$ cat config.mk
export PLATFORM = sky130hd
export DESIGN_NAME = mod_updown_counter_flat
export DESIGN_NICKNAME = d
export VERILOG_FILES = /design/src/rtl/mod_updown_counter_if.sv /design/src/rtl/mod_updown_counter.sv /design/src/flat_wrapper.sv
export SDC_FILE = /design/constraint.sdc
export NUM_CORES = 1
export LEC_CHECK = 0
export ABC_AREA = 0
export CORE_MARGIN = 2
export CORE_UTILIZATION = 55
export CTS_CLUSTER_DIAMETER = 150
export DETAILED_ROUTE_END_ITERATION = 8
export PLACE_DENSITY = 0.85
export SLEW_MARGIN = 20
export SYNTH_ARGS = -nofsm -noshare
export SYNTH_HDL_FRONTEND = slang
export SYNTH_SLANG_ARGS = --single-unit
$ cat constraint.sdc
create_clock -name clock -period 4.4 [get_ports clock]
set_input_delay 0.88 -clock clock [delete_from_list [all_inputs] [get_ports clock]]
set_output_delay 0.88 -clock clock [all_outputs]
set_load 0.01 [all_outputs]
$ cat src/rtl/mod_updown_counter_if.sv
// Control and status bundle for mod_updown_counter.
// The master drives the synchronous controls. The slave (the counter) returns the registered count and flags.
interface mod_updown_counter_if #(
  parameter int WIDTH = 32
);
  // Level-sampled controls with no valid/ready handshake. The counter samples
  // clear/load/enable/up_down/load_value on every rising clock edge and acts on
  // them in the priority clear > load > enable > hold. count, tc_pulse and
  // overflow are registered and reflect the controls one edge later.
  logic             clear;
  logic             load;
  logic [WIDTH-1:0] load_value;
  logic             enable;
  logic             up_down;
  logic [WIDTH-1:0] count;
  logic             tc_pulse;
  logic             overflow;

  modport master (
    output clear, load, load_value, enable, up_down,
    input  count, tc_pulse, overflow
  );

  modport slave (
    input  clear, load, load_value, enable, up_down,
    output count, tc_pulse, overflow
  );
endinterface

$ cat src/rtl/mod_updown_counter.sv
// Up/down modulo counter (0..MAX_VAL) with clear, clamped load, terminal-count pulse and sticky overflow.
// Define COUNTER_SATURATE_EN to make the counter hold at the range ends instead of wrapping.
module mod_updown_counter #(
  parameter int               WIDTH   = 32,
  parameter logic [WIDTH-1:0] MAX_VAL = {WIDTH{1'b1}}
) (
  input logic                  clock,
  input logic                  reset,
  mod_updown_counter_if.slave  bus
);

`ifdef COUNTER_SATURATE_EN
  localparam bit SATURATE = 1'b1;
`else
  localparam bit SATURATE = 1'b0;
`endif

  localparam logic [WIDTH-1:0] ONE = WIDTH'(1);

  logic [WIDTH-1:0] count_q;
  logic [WIDTH-1:0] count_d;
  logic             tc_q;
  logic             tc_d;
  logic             ovf_q;
  logic             ovf_d;
  logic             at_max;
  logic             at_zero;
  logic [WIDTH-1:0] load_clamped;

  assign at_max       = (count_q == MAX_VAL);
  assign at_zero      = (count_q == '0);
  assign load_clamped = (bus.load_value > MAX_VAL) ? MAX_VAL : bus.load_value;

  // Range checks happen on the current count, so the stepped value never leaves 0..MAX_VAL.
  always_comb begin
    count_d = count_q;
    tc_d    = 1'b0;
    ovf_d   = ovf_q;
    if (bus.clear) begin
      count_d = '0;
      ovf_d   = 1'b0;
    end else if (bus.load) begin
      count_d = load_clamped;
    end else if (bus.enable) begin
      if (bus.up_down) begin
        if (at_max) begin
          count_d = SATURATE ? MAX_VAL : '0;
          tc_d    = 1'b1;
          ovf_d   = 1'b1;
        end else begin
          count_d = count_q + ONE;
        end
      end else begin
        if (at_zero) begin
          count_d = SATURATE ? '0 : MAX_VAL;
          tc_d    = 1'b1;
          ovf_d   = 1'b1;
        end else begin
          count_d = count_q - ONE;
        end
      end
    end
  end

  always_ff @(posedge clock or negedge reset) begin
    if (!reset) begin
      count_q <= '0;
      tc_q    <= 1'b0;
      ovf_q   <= 1'b0;
    end else begin
      count_q <= count_d;
      tc_q    <= tc_d;
      ovf_q   <= ovf_d;
    end
  end

  assign bus.count    = count_q;
  assign bus.tc_pulse = tc_q;
  assign bus.overflow = ovf_q;

endmodule

$ cat src/flat_wrapper.sv
// flat-port wrapper written by rule: the top's interface ports become plain ports
module mod_updown_counter_flat 
#(
  parameter int               WIDTH   = 32,
  parameter logic [WIDTH-1:0] MAX_VAL = {WIDTH{1'b1}}
)
  (clock, reset, bus_clear, bus_load, bus_load_value, bus_enable, bus_up_down, bus_count, bus_tc_pulse, bus_overflow);
  mod_updown_counter_if #(.WIDTH(WIDTH)) bus_i ();
  input logic clock;
  input logic reset;
  input wire logic [$bits(bus_i.clear)-1:0] bus_clear;
  input wire logic [$bits(bus_i.load)-1:0] bus_load;
  input wire logic [$bits(bus_i.load_value)-1:0] bus_load_value;
  input wire logic [$bits(bus_i.enable)-1:0] bus_enable;
  input wire logic [$bits(bus_i.up_down)-1:0] bus_up_down;
  output wire logic [$bits(bus_i.count)-1:0] bus_count;
  output wire logic [$bits(bus_i.tc_pulse)-1:0] bus_tc_pulse;
  output wire logic [$bits(bus_i.overflow)-1:0] bus_overflow;
  assign bus_i.clear = bus_clear;
  assign bus_i.load = bus_load;
  assign bus_i.load_value = bus_load_value;
  assign bus_i.enable = bus_enable;
  assign bus_i.up_down = bus_up_down;
  assign bus_count = bus_i.count;
  assign bus_tc_pulse = bus_i.tc_pulse;
  assign bus_overflow = bus_i.overflow;
  mod_updown_counter #(.WIDTH(WIDTH), .MAX_VAL(MAX_VAL)) u_core (.clock(clock), .reset(reset), .bus(bus_i));
endmodule
==> key figures, run 1 <==
Outcome
  – Status: finished, final reports clean

Floorplanning
  – Row count: 28
  – Initial Utilization: 0.572
  – Area of the core: 5960 µm²
  – Die W: 82.7 µm
  – Die H: between 80 and 90 µm
  – IO Count: between 70 and 80
  – Die ar.: approximately 6800 µm²

Critical path
  – Startpoint types: flip-flop
  – Worst r2r dst: u_core.bus.count[31]$_DFFE_PN0P_
  – WP data required: 4580 ps
  – Buf/Inv on CP: 0
  – CP Capture Type: flip-flop
  – Setup slack, reg-to-reg: 1320 ps
  – FF-to-FF Start: u_core.bus.count[1]$_DFFE_PN0P_
  – Crit path cell chain: ha_1, nand3_1, nor3_4, nand4_1, o21bai_2, a221oi_1, a221o_1
  – Crit-path slowest cell: o21bai_2
  – Critical Path AT: 3260 ps
  – R2R cell count: 7
  – Worst Setup SP: u_core.bus.count[1]$_DFFE_PN0P_
  – Crit path max fanout: 17
  – Critical path depth: 7
  – Crit path largest cell delay: 720 ps
  – Crit path capture: u_core.bus.count[31]$_DFFE_PN0P_
  – Kind of critical path: reg2reg
  – Crit path max-delay family: compound AO/OA/AOI/OAI gates

Logic synthesis
  – Avg Inst Size Synth: 7.65 µm²
  – Yosys reg bits: 34
  – Post-Syn Instances: 445
  – Most common cell in the netlist: nor2_1
  – Top cell type by total area after synthesis: dfrtp_1
  – Syn. warnings: 0
  – Top cells by count, synth: nor2_1, nand2_1, dfrtp_1
  – Synth Cell Area: 3410 µm²
  – Count of cell types in the netlist: 68
  – Syn Nets: 486
  – Part of the Yosys area used for sequential elements: 0.250
  – Number of flops mapped to enable cells by yosys: 0
  – Post-synth top flop: dfrtp_1
  – Synth async-reset ratio: 1.00
  – Share of the synthesized area in the top cell type: 0.250
  – Dominant cells by area after synthesis: dfrtp_1, nor2_1, nand2_1, a21oi_1, o21ai_0

Placed design
  – IO Port Bufs: slightly above 70
  – Post-detail-place hpwl: 7520 µm
  – Final GP Congestion: roughly 0.9
  – Post-Place Cells: 556

Detailed routing
  – Post-route ant nets: 0
  – Wirelength per Cell: 20.0 µm
  – DRT Wirelength: 11300 µm
  – Detailed-route DRC error count: 0
  – Via count: 3928
  – DR pass1 iterations: 6
  – DRT iter0 DRCs: 532
  – Via density: a little under 7

Finish
  – Non-Filler Instances: 564
  – Share of layout cells above drive strength 1: 0.0818
  – Layout Nets: ~530
  – Storage cell area: 851 µm²
  – Filler cell count: 526
  – Area Growth Syn to Fin: 22.3%
  – Area of the multi-input gates: 2300 µm²
  – Antenna Cells: 0

Timing
  – Hold Violations, Final: 0
  – Worst Max-Slew Pin Slew: 950 ps
  – RSZ-0062 raised after global routing: false
  – Fmax achieved: 325 MHz
  – Clock skew: between 7 and 8 ps
  – Finish-stage setup viols: 0
  – Min cycle time layout: between 3000 and 4000 ps
  – Rel. slew slack: 0.363
  – Post-route clock period utilization: 0.700
  – Final Slew Violations: 0
  – TNS Setup: 0 ps
  – Hold slack: 533 ps

Clock tree
  – Hold-fix buffers, CTS: 0
  – CTS root buf: clkbuf_8
  – CTS resizes: 0
  – CTS Buf Count: 5
  – Post-CTS Setup Bufs: 0
  – TritonCTS clock tree: built
  – CTS HTree Levels: 2
  – Sink Count: 34
  – Clock tree buffer depth: 2
  – Clock latency on the worst-skew pair: 300 ps
  – Worst-path clk slew: 70 ps

Power and ir drop
  – Cell Pwr Density: approximately 240 nW/µm²
  – VDD IR max: 0.000140 V
  – Leakage power: 1.52 nW

Global route
  – Vias in the first global route: 3530
  – GRT Total Usage: 0.341
  – Largest net degree at the start of global routing: 42
  – Initial antenna violation count: 0
  – Grt total ovfl: 0
  – Wire length of the first global-routing pass: 17700 µm

Min path
  – Hold Path Stages: 2
  – Tightest Hold Check Type: reg2reg

Flow run
  – Max Cap Viol: 0
==> cells in the final DEF, fill, tap and decap left out, types with 6 or more instances in the layout <==
master and instances:
a21o_1 6, a21oi_1 24, a221o_1 6, a221oi_1 7, a22oi_1 14, a31oi_1 10, buf_4 7, clkbuf_8 6
clkdlybuf4s50_1 71, dfrtp_1 34, inv_1 16, nand2_1 37, nand3_1 18, nand4_1 15, nor2_1 43, nor3_1 10
nor3b_1 7, nor4_1 10, o21ai_0 24, o22ai_1 12, or3_1 7, xnor2_1 10, xor2_1 12
==> final cells by class <==
| cell class | count | share of cell area |
|---|---|---|
| Inverter | 16 | 0.0144 |
| Timing Repair Buffer | 78 | 0.183 |
| Clock inverter | 1 | 0.00120 |
| Multi-Input combinational cell | 353 | 0.553 |
| Clock buffer | 7 | 0.0207 |
| Sequential cell | 34 | 0.204 |
| Tap cell | 75 | 0.0225 |
==> cell families (layout without fill, tap and decap cells) <==
| group | after synthesis | after routing | synth area share |
|---|---|---|---|
| xor+xnor | 22 | 22 | 0.0566 |
| fa+ha+maj | 3 | 3 | 0.0110 |
| flops | 34 | 34 | 0.250 |
| simple gates | 186 | 186 | 0.316 |
| mux | 6 | 6 | 0.0187 |
| compound gates | 136 | 136 | 0.274 |
| buf+inv | 58 | 102 | 0.0735 |
==> worst min-delay path by stage <==
stage / from / to / slack [ps]
2_1_floorplan: u_core.bus.overflow$_DFFE_PN0P_ / u_core.bus.overflow$_DFFE_PN0P_ / 560
3_3_place_gp: u_core.bus.overflow$_DFFE_PN0P_ / u_core.bus.overflow$_DFFE_PN0P_ / 520
3_5_place_dp: u_core.bus.overflow$_DFFE_PN0P_ / u_core.bus.overflow$_DFFE_PN0P_ / 530
4_1_cts: u_core.bus.overflow$_DFFE_PN0P_ / u_core.bus.overflow$_DFFE_PN0P_ / 540
5_1_grt: u_core.bus.overflow$_DFFE_PN0P_ / u_core.bus.overflow$_DFFE_PN0P_ / 600
6_report: u_core.bus.overflow$_DFFE_PN0P_ / u_core.bus.overflow$_DFFE_PN0P_ / 530
==> worst min-delay path: stages, from the launching register on <==
cell	delay [ps]
dfrtp_1	380
inv_1	50
o22ai_1	60
==> state kept, by name, summed over array words and instances, names as in the netlist <==
signal	count
u_core.bus.overflow	1
u_core.bus.tc_pulse	1
u_core.bus.count	32
==> metal layers <==
| layer | GRT usage | vias up | routed length [µm] |
|---|---|---|---|
| met5 | 0 | - | 0 |
| met4 | 0.123 | 0 | 325 |
| met3 | 0.0565 | 45 | 1180 |
| met2 | 0.548 | 268 | 5260 |
| met1 | 0.461 | 1855 | 4490 |
| li1 | - | 1760 | - |
==> power by group <==
part           switching [mW]  leakage [nW]  total (mW)  internal [mW]
clock network           0.129        0.0482       0.255          0.127
logic                   0.184          1.02       0.345          0.161
registers              0.0644         0.450       0.398          0.333
total                   0.378          1.52       0.998          0.620
==> through the flow <==
step	instance area, µm²	util	power [mW]	setup slack (ps)
after floorplan	3410	-	0.601	2070
after global placement	4070	0.684	0.730	1270
after detailed placement	4070	0.684	0.736	1210
after CTS	4160	0.699	0.993	1420
after global routing	4160	0.699	1.05	1180
final	4160	0.699	0.998	1320
No activity file was read; power rests on OpenSTA's default activity.
==> inputs of run 2 (changes only) <==
--- a/config.mk
+++ b/config.mk
@@ -7,10 +7,10 @@
 export LEC_CHECK = 0
 export ABC_AREA = 0
 export CORE_MARGIN = 2
-export CORE_UTILIZATION = 55
+export CORE_UTILIZATION = 52
 export CTS_CLUSTER_DIAMETER = 150
 export DETAILED_ROUTE_END_ITERATION = 8
-export PLACE_DENSITY = 0.85
+export PLACE_DENSITY = 0.81
 export SLEW_MARGIN = 20
 export SYNTH_ARGS = -nofsm -noshare
 export SYNTH_HDL_FRONTEND = slang
==> constraint.sdc (replaced) <==
create_clock -name clock -period 2.9 [get_ports clock]
set_input_delay 0.58 -clock clock [delete_from_list [all_inputs] [get_ports clock]]
set_output_delay 0.58 -clock clock [all_outputs]
set_load 0.01 [all_outputs]
==> key figures, run 2 (same netlist as run 1, synthesis figures left out) <==
Outcome
  – Status: finished, final reports clean (unchanged)

Finish
  – Most common cell after layout, fill and taps aside: clkdlybuf4s50_1 (unchanged)
  – Non-Filler Instances: 585 (was 564)
  – Most frequent cells in the layout: clkdlybuf4s50_1, nor2_1, nand2_1 (unchanged)
  – Filler cell count: 560 (was 526)
  – Area Growth Syn to Fin: 26.7% (was 22.3%)
  – Area of the multi-input gates: 2300 µm² (unchanged)
  – Share of layout cells above drive strength 1: 0.118 (was 0.0818)
  – Final core occ: 0.680 (was 0.699)
  – Storage cell area: 851 µm² (unchanged)
  – Layout Nets: 549 (was 529)
  – Max reg flops: 32 (unchanged)
  – Antenna Cells: 0 (unchanged)

Clock tree
  – Hold-fix buffers, CTS: 0 (unchanged)
  – Post-CTS Setup Bufs: 0 (unchanged)
  – Worst-path clk slew: 80 ps (was 70 ps)
  – CTS resizes: 0 (unchanged)
  – CTS root buf: clkbuf_8 (unchanged)
  – CTS Buf Count: 5 (unchanged)
  – CTS HTree Levels: 2 (unchanged)
  – Clock tree buffer depth: 2 (unchanged)
  – Clock latency on the worst-skew pair: 290 ps (was 300 ps)
  – Sink Count: 34 (unchanged)
  – TritonCTS clock tree: built (unchanged)

Critical path
  – CP Capture Type: flip-flop (unchanged)
  – Crit path max fanout: 9 (was 17)
  – Critical Path AT: 2870 ps (was 3260 ps)
  – Kind of critical path: reg2reg (unchanged)
  – R2R cell count: 8 (was 7)
  – WP data required: 3080 ps (was 4580 ps)
  – Startpoint types: flip-flop (unchanged)

Power and ir drop
  – Leakage power: 1.62 nW (was 1.52 nW)
  – VDD IR max: 0.000213 V (was 0.000140 V)
  – Cell Pwr Density: 350 nW/µm² (was 240 nW/µm²)

Global route
  – Vias in the first global route: 3726 (was 3530)
  – Largest net degree at the start of global routing: 35 (was 42)
  – Initial antenna violation count: 0 (unchanged)
  – Grt total ovfl: 0 (unchanged)
  – GRT Total Usage: 0.320 (was 0.341)
  – Wire length of the first global-routing pass: 18800 µm (was 17700 µm)

Floorplanning
  – Die H: 84.9 µm (was 82.7 µm)
  – Row count: 29 (was 28)
  – Area of the core: 6350 µm² (was 5960 µm²)
  – Die ar.: 7210 µm² (was 6840 µm²)
  – IO Count: 72 (unchanged)
  – Initial Utilization: 0.536 (was 0.572)
  – Die W: 84.9 µm (was 82.7 µm)

Detailed routing
  – DRT iter0 DRCs: 491 (was 532)
  – DR pass1 iterations: 5 (was 6)
  – Via count: 3993 (was 3928)
  – Post-route ant nets: 0 (unchanged)
  – Wirelength per Cell: 19.5 µm (was 20.0 µm)
  – Via density: 6.83 (was 6.96)
  – DRT Wirelength: 11400 µm (was 11300 µm)
  – Detailed-route DRC error count: 0 (unchanged)

Placed design
  – Post-Place Cells: 578 (was 556)
  – Post-detail-place hpwl: 8230 µm (was 7520 µm)
  – Final GP Congestion: 0.924 (was 0.923)
  – DP Worst Slack: 351 ps (was 1210 ps)
  – IO Port Bufs: 71 (unchanged)

Timing
  – Fmax achieved: 372 MHz (was 325 MHz)
  – Hold Violations, Final: 0 (unchanged)
  – TNS Setup: 0 ps (unchanged)
  – Post-route clock period utilization: 0.928 (was 0.700)
  – Final Slew Violations: 0 (unchanged)
  – Clock skew: 3.83 ps (was 7.73 ps)
  – Min cycle time layout: 2690 ps (was 3080 ps)
  – Post-route setup slack: 208 ps (was 1320 ps)
  – Finish-stage setup viols: 0 (unchanged)
  – Hold slack: 549 ps (was 533 ps)
  – RSZ-0062 raised after global routing: false (unchanged)
  – Worst Max-Slew Pin Slew: 853 ps (was 950 ps)
  – Rel. slew slack: 0.426 (was 0.363)

Min path
  – Hold Path Stages: 2 (unchanged)
  – Tightest Hold Check Type: reg2reg (unchanged)

Flow run
  – Max Cap Viol: 0 (unchanged)
-- run 2: changes by cell type in the layout (fill, tap and decap cells not counted) --
| cell | before | now |
|---|---|---|
| buf_12 | 0 | 1 |
| clkinv_2 | 1 | 2 |
| clkbuf_8 | 6 | 5 |
| buf_4 | 7 | 26 |
| clkbuf_1 | 1 | 0 |
-- run 2: worst paths after layout --
path / start / end / slack, ps
setup / recovery: u_core.bus.count[0]$_DFFE_PN0P_ / u_core.bus.count[30]$_DFFE_PN0P_ / 210
hold / removal: u_core.bus.overflow$_DFFE_PN0P_ / u_core.bus.overflow$_DFFE_PN0P_ / 550
setup reg to reg: u_core.bus.count[0]$_DFFE_PN0P_ / u_core.bus.count[30]$_DFFE_PN0P_ / 210
hold reg to reg: u_core.bus.overflow$_DFFE_PN0P_ / u_core.bus.overflow$_DFFE_PN0P_ / 550
max in group asynchronous: reset / u_core.bus.count[16]$_DFFE_PN0P_ / 1840
min in group asynchronous: reset / u_core.bus.count[0]$_DFFE_PN0P_ / 710
-- run 2: area by class of cell --
type                            instances  area share
Multi-Input combinational cell        353       0.534
Clock inverter                          2     0.00232
Tap cell                               77      0.0223
Inverter                               16      0.0139
Clock buffer                            5      0.0159
Timing Repair Buffer                   98       0.214
Sequential cell                        34       0.197
-- run 2: through the flow --
stage | power, mW | area, µm²
after detailed placement | 1.15 | 4240
after global routing | 1.58 | 4320
final | 1.51 | 4320
after global placement | 1.13 | 4240
after CTS | 1.50 | 4320
after floorplan | 0.912 | 3410
-- run 2: power by group --
| group | leakage, nW | internal, mW | switching, mW | total (mW) |
|---|---|---|---|---|
| logic | 1.13 | 0.267 | 0.300 | 0.567 |
| clock network | 0.0438 | 0.161 | 0.191 | 0.353 |
| registers | 0.450 | 0.506 | 0.0832 | 0.589 |
-- run 2: worst max-delay path, cell delays in order (launching register included) --
cell	delay, ps
dfrtp_1	490
inv_1	170
ha_1	300
or4b_1	510
nor3_2	310
nand4b_1	200
xnor2_1	200
a221oi_1	110
a221o_1	300
-- run 2: layer usage --
layer  track usage  up-vias  wire [µm]
met2         0.535      274       5350
li1              -     1798          -
met1         0.434     1878       4680
met3        0.0399       43       1090
met4        0.0967        0        309
met5             0        -          0
